`config.mk`:
```
export PLATFORM = sky130hd
export DESIGN_NAME = fb_write_arbiter
export DESIGN_NICKNAME = d
export VERILOG_FILES = /design/src/rtl/fb_write_arbiter.sv
export SDC_FILE = /design/constraint.sdc
export NUM_CORES = 1
export LEC_CHECK = 0
export CELL_PAD_IN_SITES_DETAIL_PLACEMENT = 1
export CELL_PAD_IN_SITES_GLOBAL_PLACEMENT = 1
export CORE_MARGIN = 1
export CORE_UTILIZATION = 34
export CTS_CLUSTER_DIAMETER = 50
export DETAILED_ROUTE_END_ITERATION = 16
export GPL_TIMING_DRIVEN = 1
export PLACE_DENSITY = 0.61
export SLEW_MARGIN = 20
export SYNTH_ARGS = -nofsm -noshare
export SYNTH_HDL_FRONTEND = slang
export SYNTH_SLANG_ARGS = --single-unit
```
`constraint.sdc`:
```
create_clock -name CLOCK_50 -period 4.1 [get_ports CLOCK_50]
set_input_delay 0.41 -clock CLOCK_50 [delete_from_list [all_inputs] [get_ports CLOCK_50]]
set_output_delay 0.41 -clock CLOCK_50 [all_outputs]
set_load 0.02 [all_outputs]
```
`src/rtl/fb_write_arbiter.sv`:
```
// fb_write_arbiter
// Merges the trail-pixel writes of two players into the single frame-buffer
// RAM write port. Each player has a small request FIFO, and one RAM write is
// granted per cycle, alternating between the players when both are waiting.
// After reset or a game restart, the whole frame buffer is swept to
// CLEAR_VALUE before player writes are accepted.
// Optional feature macro: FB_ARB_PLAYER_TAG_EN. When it is defined, every
// player write is ORed with an ownership tag: player 1 sets bit 0 and player 2
// sets the MSB. Clear writes are never tagged.
module fb_write_arbiter #(
  parameter int                ADDR_W      = 19,
  parameter int                DATA_W      = 8,
  parameter int                FB_PIXELS   = 307200,
  parameter int                FIFO_DEPTH  = 4,
  parameter logic [DATA_W-1:0] CLEAR_VALUE = '0
) (
  input  logic              CLOCK_50,
  input  logic              reset,
  input  logic              reiniciar,
  input  logic              j1_wren,
  input  logic [ADDR_W-1:0] j1_addr,
  input  logic [DATA_W-1:0] j1_data,
  output logic              j1_ready,
  input  logic              j2_wren,
  input  logic [ADDR_W-1:0] j2_addr,
  input  logic [DATA_W-1:0] j2_data,
  output logic              j2_ready,
  output logic              wren,
  output logic [ADDR_W-1:0] wraddress,
  output logic [DATA_W-1:0] data,
  output logic              clear_busy,
  output logic              overflow
);

  // FIFO pointers carry one extra wrap bit so that full and empty can be
  // told apart. FIFO_DEPTH must be a power of two and at least 2.
  localparam int                PTR_W   = $clog2(FIFO_DEPTH);
  localparam logic [PTR_W:0]    LP_PONE = (PTR_W+1)'(1);
  localparam logic [ADDR_W-1:0] LP_CONE = ADDR_W'(1);
  localparam logic [ADDR_W-1:0] LP_LAST = ADDR_W'(FB_PIXELS - 1);
  localparam logic [ADDR_W:0]   LP_PIX  = (ADDR_W+1)'(FB_PIXELS);
`ifdef FB_ARB_PLAYER_TAG_EN
  localparam logic [DATA_W-1:0] LP_TAG1 = DATA_W'(1);
  localparam logic [DATA_W-1:0] LP_TAG2 = DATA_W'(1) << (DATA_W - 1);
`endif

  typedef enum logic {S_CLEAR = 1'b0, S_RUN = 1'b1} state_t;

  state_t              r_state;
  logic [ADDR_W-1:0]   r_cnt;
  logic                r_wren;
  logic [ADDR_W-1:0]   r_wraddress;
  logic [DATA_W-1:0]   r_data;
  logic                r_clear_busy;
  logic                r_overflow;
  logic                r_rr;          // 0: player 1 wins the next tie, 1: player 2
  logic [PTR_W:0]      r_wp [2];
  logic [PTR_W:0]      r_rp [2];
  logic [ADDR_W-1:0]   r_fa [2][FIFO_DEPTH];
  logic [DATA_W-1:0]   r_fd [2][FIFO_DEPTH];

  logic                w_run;
  logic [1:0]          w_req;
  logic [ADDR_W-1:0]   w_addr [2];
  logic [DATA_W-1:0]   w_din  [2];
  logic [1:0]          w_empty;
  logic [1:0]          w_full;
  logic [1:0]          w_inrange;
  logic [1:0]          w_ready;
  logic [1:0]          w_push;
  logic [1:0]          w_drop;
  logic [1:0]          w_gnt;
  logic                w_sel;
  logic [ADDR_W-1:0]   w_pop_addr;
  logic [DATA_W-1:0]   w_pop_data;
  logic [DATA_W-1:0]   w_tag;

  assign w_run     = (r_state == S_RUN);
  assign w_req     = {j2_wren, j1_wren};
  assign w_addr[0] = j1_addr;
  assign w_addr[1] = j2_addr;
  assign w_din[0]  = j1_data;
  assign w_din[1]  = j2_data;

  assign j1_ready   = w_ready[0];
  assign j2_ready   = w_ready[1];
  assign wren       = r_wren;
  assign wraddress  = r_wraddress;
  assign data       = r_data;
  assign clear_busy = r_clear_busy;
  assign overflow   = r_overflow;

  // Per-player FIFO status, acceptance and loss detection. Ready looks only at
  // registered pointers, so a full FIFO refuses a push even while it pops.
  always_comb begin
    w_empty   = '0;
    w_full    = '0;
    w_inrange = '0;
    w_ready   = '0;
    w_push    = '0;
    w_drop    = '0;
    for (int p = 0; p < 2; p++) begin
      w_empty[p]   = (r_wp[p] == r_rp[p]);
      w_full[p]    = (r_wp[p][PTR_W] != r_rp[p][PTR_W]) &&
                     (r_wp[p][PTR_W-1:0] == r_rp[p][PTR_W-1:0]);
      w_inrange[p] = ({1'b0, w_addr[p]} < LP_PIX);
      w_ready[p]   = w_run && !w_full[p];
      w_push[p]    = w_req[p] && w_ready[p] && w_inrange[p];
      w_drop[p]    = w_run && w_req[p] && !(w_ready[p] && w_inrange[p]);
    end
  end

  // Round-robin grant: a tie goes to the pointed-at player; a lone waiter wins outright.
  always_comb begin
    w_gnt = 2'b00;
    if (w_run) begin
      if (!w_empty[0] && !w_empty[1]) begin
        w_gnt = r_rr ? 2'b10 : 2'b01;
      end else if (!w_empty[0]) begin
        w_gnt = 2'b01;
      end else if (!w_empty[1]) begin
        w_gnt = 2'b10;
      end
    end
    w_sel      = w_gnt[1];
    w_pop_addr = r_fa[w_sel][r_rp[w_sel][PTR_W-1:0]];
    w_pop_data = r_fd[w_sel][r_rp[w_sel][PTR_W-1:0]];
  end

`ifdef FB_ARB_PLAYER_TAG_EN
  assign w_tag = w_sel ? LP_TAG2 : LP_TAG1;
`else
  assign w_tag = '0;
`endif

  // FIFO storage; only the pointers need a reset, so the entries have none.
  always_ff @(posedge CLOCK_50) begin
    for (int p = 0; p < 2; p++) begin
      if (w_push[p]) begin
        r_fa[p][r_wp[p][PTR_W-1:0]] <= w_addr[p];
        r_fd[p][r_wp[p][PTR_W-1:0]] <= w_din[p];
      end
    end
  end

  // Control FSM: clear sweep, then arbitrated player writes; restart re-enters the sweep.
  always_ff @(posedge CLOCK_50 or posedge reset) begin
    if (reset) begin
      r_state      <= S_CLEAR;
      r_cnt        <= '0;
      r_wren       <= 1'b0;
      r_wraddress  <= '0;
      r_data       <= '0;
      r_clear_busy <= 1'b1;
      r_overflow   <= 1'b0;
      r_rr         <= 1'b0;
      for (int p = 0; p < 2; p++) begin
        r_wp[p] <= '0;
        r_rp[p] <= '0;
      end
    end else if (reiniciar) begin
      // Held restart parks the sweep at address 0 with the write port idle.
      r_state      <= S_CLEAR;
      r_cnt        <= '0;
      r_wren       <= 1'b0;
      r_clear_busy <= 1'b1;
      r_overflow   <= 1'b0;
      r_rr         <= 1'b0;
      for (int p = 0; p < 2; p++) begin
        r_wp[p] <= '0;
        r_rp[p] <= '0;
      end
    end else if (r_state == S_CLEAR) begin
      r_wren      <= 1'b1;
      r_wraddress <= r_cnt;
      r_data      <= CLEAR_VALUE;
      if (r_cnt == LP_LAST) begin
        // The last clear write and the switch to RUN share this edge.
        r_state      <= S_RUN;
        r_clear_busy <= 1'b0;
      end else begin
        r_cnt <= r_cnt + LP_CONE;
      end
    end else begin
      for (int p = 0; p < 2; p++) begin
        if (w_push[p]) begin
          r_wp[p] <= r_wp[p] + LP_PONE;
        end
        if (w_gnt[p]) begin
          r_rp[p] <= r_rp[p] + LP_PONE;
        end
      end
      if (|w_drop) begin
        r_overflow <= 1'b1;
      end
      r_wren <= |w_gnt;
      if (|w_gnt) begin
        r_wraddress <= w_pop_addr;
        r_data      <= w_pop_data | w_tag;
      end
      // The pointer only moves when a tie was actually resolved.
      if (!w_empty[0] && !w_empty[1]) begin
        r_rr <= ~r_rr;
      end
    end
  end

endmodule

```
==> summary.md, run 1 <==
| Metric | Value |
|---|---|
| PwrDens | `438 nW/um^2` |
| CTS HTree Levels | `2` |
| Cells after Synth | `776` |
| Die Footprint | `34600 sq um` |
| Synth Flop Type | `edfxtp_1` |
| Status | `finished clean` |
| Seq/Total Area, Yosys | `0.700` |
| Syn_nets | `846` |
| Synth cell types | `46` |
| Avg Cell Area, Syn | `14.8 sq um` |
| Core Footprint | `33400 sq um` |
| DRT antenna net count | `0` |
| DR pass1 iterations | `5` |
| Worst R2R Path Depth | `7` |
| Post-DP HPWL | `19100 microns` |
| RSZ-0062 raised after global routing | `no` |
| Largest net degree at the start of global routing | `68` |
| # resized after CTS | `0` |
| Clock Path Buffers | `3` |
| Final worst setup slack | `1.19 ns` |
| Vias/cell | `5.03` |
| Async set or reset register ratio after synthesis | `0.226` |
| Setup_tns | `0 ns` |
| Slew headroom | `0.242` |
| Crit Path Class | `reg2reg` |
| DRC viols | `0` |
| Routed vias | `6858` |
| Least-Margin Pin Slew | `1.14 ns` |
| Layout Area Growth over Synthesis | `23.2%` |
| Area contributors post-synth | `edfxtp_1 (56%), dfrtp_1 (13%), mux2i_1 (9.8%), nand2_1 (2.1%), o221ai_1 (1.4%)` |
| Vias in the first global route | `7320` |
| Critical Path Start Type | `register` |
| Hold_buf cts | `0` |
| Leading area contributor after synthesis | `edfxtp_1` |
| WP data required | `4.55 ns` |
| Leakage dissipation | `0.00497 uW` |
| Worst-Skew Late Latency | `0.52 ns` |
| All-layer global routing usage | `0.185` |
| Worst setup EP type | `register` |
| Post-CTS Setup Bufs | `0` |
| Fmax achieved | `344 MHz` |
| Max-slew violation count | `0` |
| Syn. warnings | `0` |
| I/O pin count | `91` |
| Layout cells sized above 1 | `0.107` |
| Max-Cap Viols | `0` |
| Count of final hold-check violations | `0` |
| DR iter-0 viols | `384` |
| Routability Congestion | `0.765` |
| Clock Root Buffer | `clkbuf_16` |
| Crit path DAT | `3.36 ns` |
| Synth Register Bits | `279` |
| Final setup violation count | `0` |
| Effective utilization at floorplan | `0.345` |
| Final global-route overflow total | `0` |
| R2R Setup Slk | `1.19 ns` |
| CTS Sinks | `279` |
| Die height | `186 microns` |
| Nets | `958` |
| Routed length per instance | `22.5 microns` |
| Tcrit/Tclk final | `0.710` |
| # diodes | `0` |
| # rows | `67` |
| TritonCTS clock tree | `yes` |
| Worst-path fanout max | `23` |
| Worst VDD drop | `0.326 mV` |
| Reg2reg start | `r_rp[1]` |
| Dpl ws | `1.02 ns` |
| Min cycle time layout | `2.91 ns` |
| Final hold slack | `0.292 ns` |
| Top-area cell type share of the netlist area | `0.563` |
| Netlist Area Pre-Place | `11500 sq um` |
| Total wire length | `30700 microns` |
| Post-route cell area | `14200 sq um` |
| Number of synthesized flops with an enable pin | `216` |
| Skew final | `0.0302 ns` |
| Initial antenna violation count | `0` |
| Fill cell count | `3383` |
| Port Buf Inserts | `90` |
| Clock-pin transition on the worst setup and hold timing paths | `0.06 ns` |
| Cts bufs inserted | `37` |
| Die Span X | `186 microns` |
| Cell with the most instances after synthesis | `edfxtp_1` |
| Most frequent cells after synthesis | `edfxtp_1 (216), mux2i_1 (113), nand2_1 (66)` |
| R2r endpoint | `data[7]` |
| Global-route wire length before repair | `46500 microns` |
| Min-delay worst type | `in2async` |
| Area post-placement | `13100 sq um` |
==> flip-flops by register name, indices dropped and copies added (netlist names) <==
register / cells
clear_busy: 1
data: 8
overflow: 1
r_cnt: 19
r_fa: 152
r_fd: 64
r_rp: 6
r_rr: 1
r_state: 1
r_wp: 6
wraddress: 19
wren: 1
==> kinds of logic after synthesis <==
family | synth area share
AOI/OAI and AO/OA | 0.0756
xor gates and xnor gates | 0.0279
adders and majority gates | 0.0119
buffers and inverters | 0.0206
DFF | 0.700
muxes | 0.0982
and+or+nand+nor | 0.0660
==> critical path, stage by stage (launching register included) <==
cell and delay [ns]:
dfrtp_4 0.47, xnor2_1 0.27, nand3_1 0.25, and3_4 0.25, or3_2 0.77, buf_4 0.28, a2111oi_0 0.39, a211o_1 0.15
==> power by group <==
group          internal (uW)  switching (uW)  total (uW)
logic                   65.4            86.6         152
registers               3060            5.83        3060
clock network           1790            1210        3000
total                   4910            1300        6210
==> how the worst max path moves through the flow <==
stage	end	startpoint	depth (start not counted)
2_1_floorplan	r_fa[0][0]	r_rp[4]	5
3_3_place_gp	data[7]	r_rp[1]	7
3_5_place_dp	data[7]	r_wp[0]	7
4_1_cts	data[7]	r_wp[0]	7
5_1_grt	data[4]	r_wp[0]	7
6_report	data[7]	r_rp[1]	7
==> metrics by stage <==
stage	power, uW	utilization	cells
finish	6210	0.424	1364
global route	6390	0.424	1364
CTS	6280	0.424	1364
detailed placement	3280	0.390	1297
global placement	3270	0.390	1297
floorplan	3160	-	776
==> metal layers <==
metal	vias to the layer above	track usage	wire [microns]
met5	-	0	0
li1	3156	-	-
met3	47	0.0333	1480
met1	3499	0.255	14100
met4	0	0.0528	700
met2	156	0.298	14400
==> placed cells by master, fill, tap and decap left out, types with 2 or more instances in the layout <==
master           Yosys  layout
a2111oi_0           15      15
a211o_1             10      10
a211oi_1            19      19
a21o_1               3       3
a21oi_1             25      25
a31o_2               2       2
and2_1               9       8
and3_1               4       4
buf_12               0       4
buf_4                0      22
clkbuf_1            23       9
clkbuf_16            0      37
clkbuf_8             0       3
clkdlybuf4s50_1      0      90
clkinv_1             0       2
clkinv_2             0       7
clkinvlp_4           0       4
dfrtp_1             62      60
dfrtp_4              0       2
edfxtp_1           216     216
ha_1                11      11
inv_1               13      12
inv_6                0       3
mux2i_1            113     113
nand2_1             66      66
nand3_1             14      13
nand4_1              5       5
nor2_1              36      36
nor2b_1             16      16
nor3b_1              2       2
o21ai_0             19      19
o221ai_1            19      19
xnor2_1             15      15
xor2_1              18      18
xor2_2               2       2
==> cell type report <==
type	instances	area, sq um	share of cell area
Clock inverter	18	138	0.00970
Tap cell	448	561	0.0395
Sequential cell	279	8070	0.569
Timing Repair Buffer	116	1150	0.0807
Clock buffer	49	1000	0.0705
Inverter	13	48.8	0.00344
Multi-Input combinational cell	441	3230	0.228
(Power assumes the default switching activity.)
==> run 2: changes to the inputs <==
Settings changed: PLACE_DENSITY 0.61 to 0.63.
Clock period 4.1 ns to 2.5 ns, I/O delays scaled along.
==> run 2 against run 1 <==
- register-to-register slack lost 1.0 ns
- first-iteration DRC count grew 13%
- cell count grew 1.9%
- design area grew 3.6%
- die area is the same
- combinational power grew 73%
- critical path depth shrank 1
- worst hold slack lost 0.12 ns
- largest cell class unchanged
==> summary.md, run 2 (synthesis gave the netlist of run 1 again) <==
| Metric | Value |
|---|---|
| Routability Congestion | `0.781 (+2.1%)` |
| Multi-input combinational cell area | `3280 sq um (+1.5%)` |
| Setup crit start | `r_rp[4]` |
| Routed vias | `7077 (+3.2%)` |
| Setup_tns | `0 ns (unchanged)` |
| # rows | `67 (unchanged)` |
| Worst setup EP type | `output port` |
| Worst-Skew Late Latency | `0.51 ns (about the same)` |
| Layout cells sized above 1 | `0.139 (+0.0321)` |
| Cts bufs inserted | `35 (-5.4%)` |
| Max reg flops | `152 (unchanged)` |
| Clock-pin transition on the worst setup and hold timing paths | `0.06 ns (about the same)` |
| Port Buf Inserts | `90 (unchanged)` |
| CTS HTree Levels | `2 (unchanged)` |
| Initial antenna violation count | `0 (unchanged)` |
| Final hold slack | `0.173 ns (-0.118 ns)` |
| R2r endpoint | `r_wp[5]` |
| Total wire length | `30900 microns (+0.63%)` |
| Core Footprint | `33400 sq um (unchanged)` |
| Count of final hold-check violations | `0 (unchanged)` |
| DRT antenna net count | `0 (unchanged)` |
| Leakage dissipation | `0.00521 uW (+4.8%)` |
| Worst R2R Path Depth | `10 (+3)` |
| Post-CTS Setup Bufs | `0 (unchanged)` |
| Tcrit/Tclk final | `0.982` |
| Crit path DAT | `2.21 ns (-1.15 ns)` |
| R2R Setup Slk | `0.15 ns (-1.04 ns)` |
| Layout Area Growth over Synthesis | `27.6%` |
| Critical Path End | `j1_ready` |
| All-layer global routing usage | `0.184 (-0.00127)` |
| FF/Latch Area | `8070 sq um (unchanged)` |
| DRC viols | `0 (unchanged)` |
| Max-slew violation count | `0 (unchanged)` |
| DR iter-0 viols | `432 (+13%)` |
| Die height | `186 microns (unchanged)` |
| Largest net degree at the start of global routing | `64 (-5.9%)` |
| Most frequent cells in the layout | `edfxtp_1 (216), mux2i_1 (113), clkdlybuf4s50_1 (89)` |
| # diodes | `0 (unchanged)` |
| Worst-path fanout max | `3 (-87%)` |
| Nets | `988 (+3.1%)` |
| Commonest non-fill, non-tap cell in the layout | `edfxtp_1` |
| Least-Margin Pin Slew | `1.06 ns (-0.0761 ns)` |
| Final setup violation count | `0 (unchanged)` |
| Fill cell count | `3323 (-1.8%)` |
| Critical Path Start Type | `register` |
| Routed length per instance | `22.2 microns (-1.3%)` |
| Clock Path Buffers | `3 (unchanged)` |
| Fmax achieved | `407 MHz` |
| Vias in the first global route | `7485 (+2.3%)` |
| Slew headroom | `0.293 (+0.0507)` |
| Status | `finished clean` |
| TritonCTS clock tree | `yes` |
| Min cycle time layout | `2.46 ns` |
| Clock Root Buffer | `clkbuf_16` |
| Min-delay worst type | `in2async` |
| Max-Cap Viols | `0 (unchanged)` |
| Post-DP HPWL | `19600 microns (+2.7%)` |
| CTS Sinks | `279 (unchanged)` |
| Skew final | `0.0161 ns (-0.0141 ns)` |
| WP data required | `2.25 ns (-2.30 ns)` |
| I/O pin count | `91 (unchanged)` |
| Vias/cell | `5.09 (+1.3%)` |
| DR pass1 iterations | `5 (unchanged)` |
| PwrDens | `705 nW/um^2 (+61%)` |
| Crit Path Class | `reg2out` |
| Worst VDD drop | `0.580 mV (+78%)` |
| RSZ-0062 raised after global routing | `no` |
| Effective utilization at floorplan | `0.345 (unchanged)` |
| Die Span X | `186 microns (unchanged)` |
| Die Footprint | `34600 sq um (unchanged)` |
| Reg2reg start | `r_wp[5]` |
| Final global-route overflow total | `0 (unchanged)` |
| Global-route wire length before repair | `46400 microns (-0.25%)` |
run 2: timing repair:
action	CTS	global route
hold buffers	0	0
endpoints found under the setup margin	110	23
resized for setup	4	7
gates cloned	0	1
run 2: how the worst min path moves through the flow:
stage | cells after the start | startpoint | end
floorplan | 0 | j1_addr[0] | r_fa[0][0]
global placement | 2 | wraddress[5] | wraddress[5]
detailed placement | 2 | wraddress[2] | wraddress[2]
CTS | 3 | reset | wraddress[1]
global route | 3 | reset | wraddress[5]
finish | 3 | reset | wraddress[2]
run 2: routing by layer:
metal | share of wire | global-route usage | wire, microns
met5 | 0 | 0 | 0
met4 | 0.018 | 0.0449 | 565
met3 | 0.043 | 0.0286 | 1340
met2 | 0.48 | 0.304 | 14800
met1 | 0.46 | 0.253 | 14200
run 2: power breakdown:
group	total [uW]	internal, uW	switching, uW
logic	263	117	146
clock network	5070	3200	1870
registers	5020	5010	10.6
run 2: stage by stage:
stage	instances	utilization	power, uW	setup slack [ns]	instance area, sq um
final	1390	0.439	10400	0.0440	14700
after global routing	1390	0.439	10600	0.0135	14700
after CTS	1389	0.438	10500	0.0303	14600
after detailed placement	1328	0.403	5380	-0.0506	13500
after global placement	1328	0.403	5380	-0.0418	13500
after floorplan	776	-	5180	0.0230	11500
run 2: cell type report:
cell class / instances / area share
sequential: 279 / 0.549
tap: 448 / 0.0381
clock inverter: 17 / 0.0168
inverter: 13 / 0.00332
multi-input combinational: 441 / 0.223
clock buffer: 44 / 0.0619
timing repair buffer: 148 / 0.108
run 2: critical path, stage by stage, from the launching register on:
cell           delay (ns)
dfrtp_4              0.49
xor2_2               0.21
buf_4                0.17
o31ai_4              0.33
buf_4                0.17
inv_1                0.03
dlygate4sd2_1        0.30
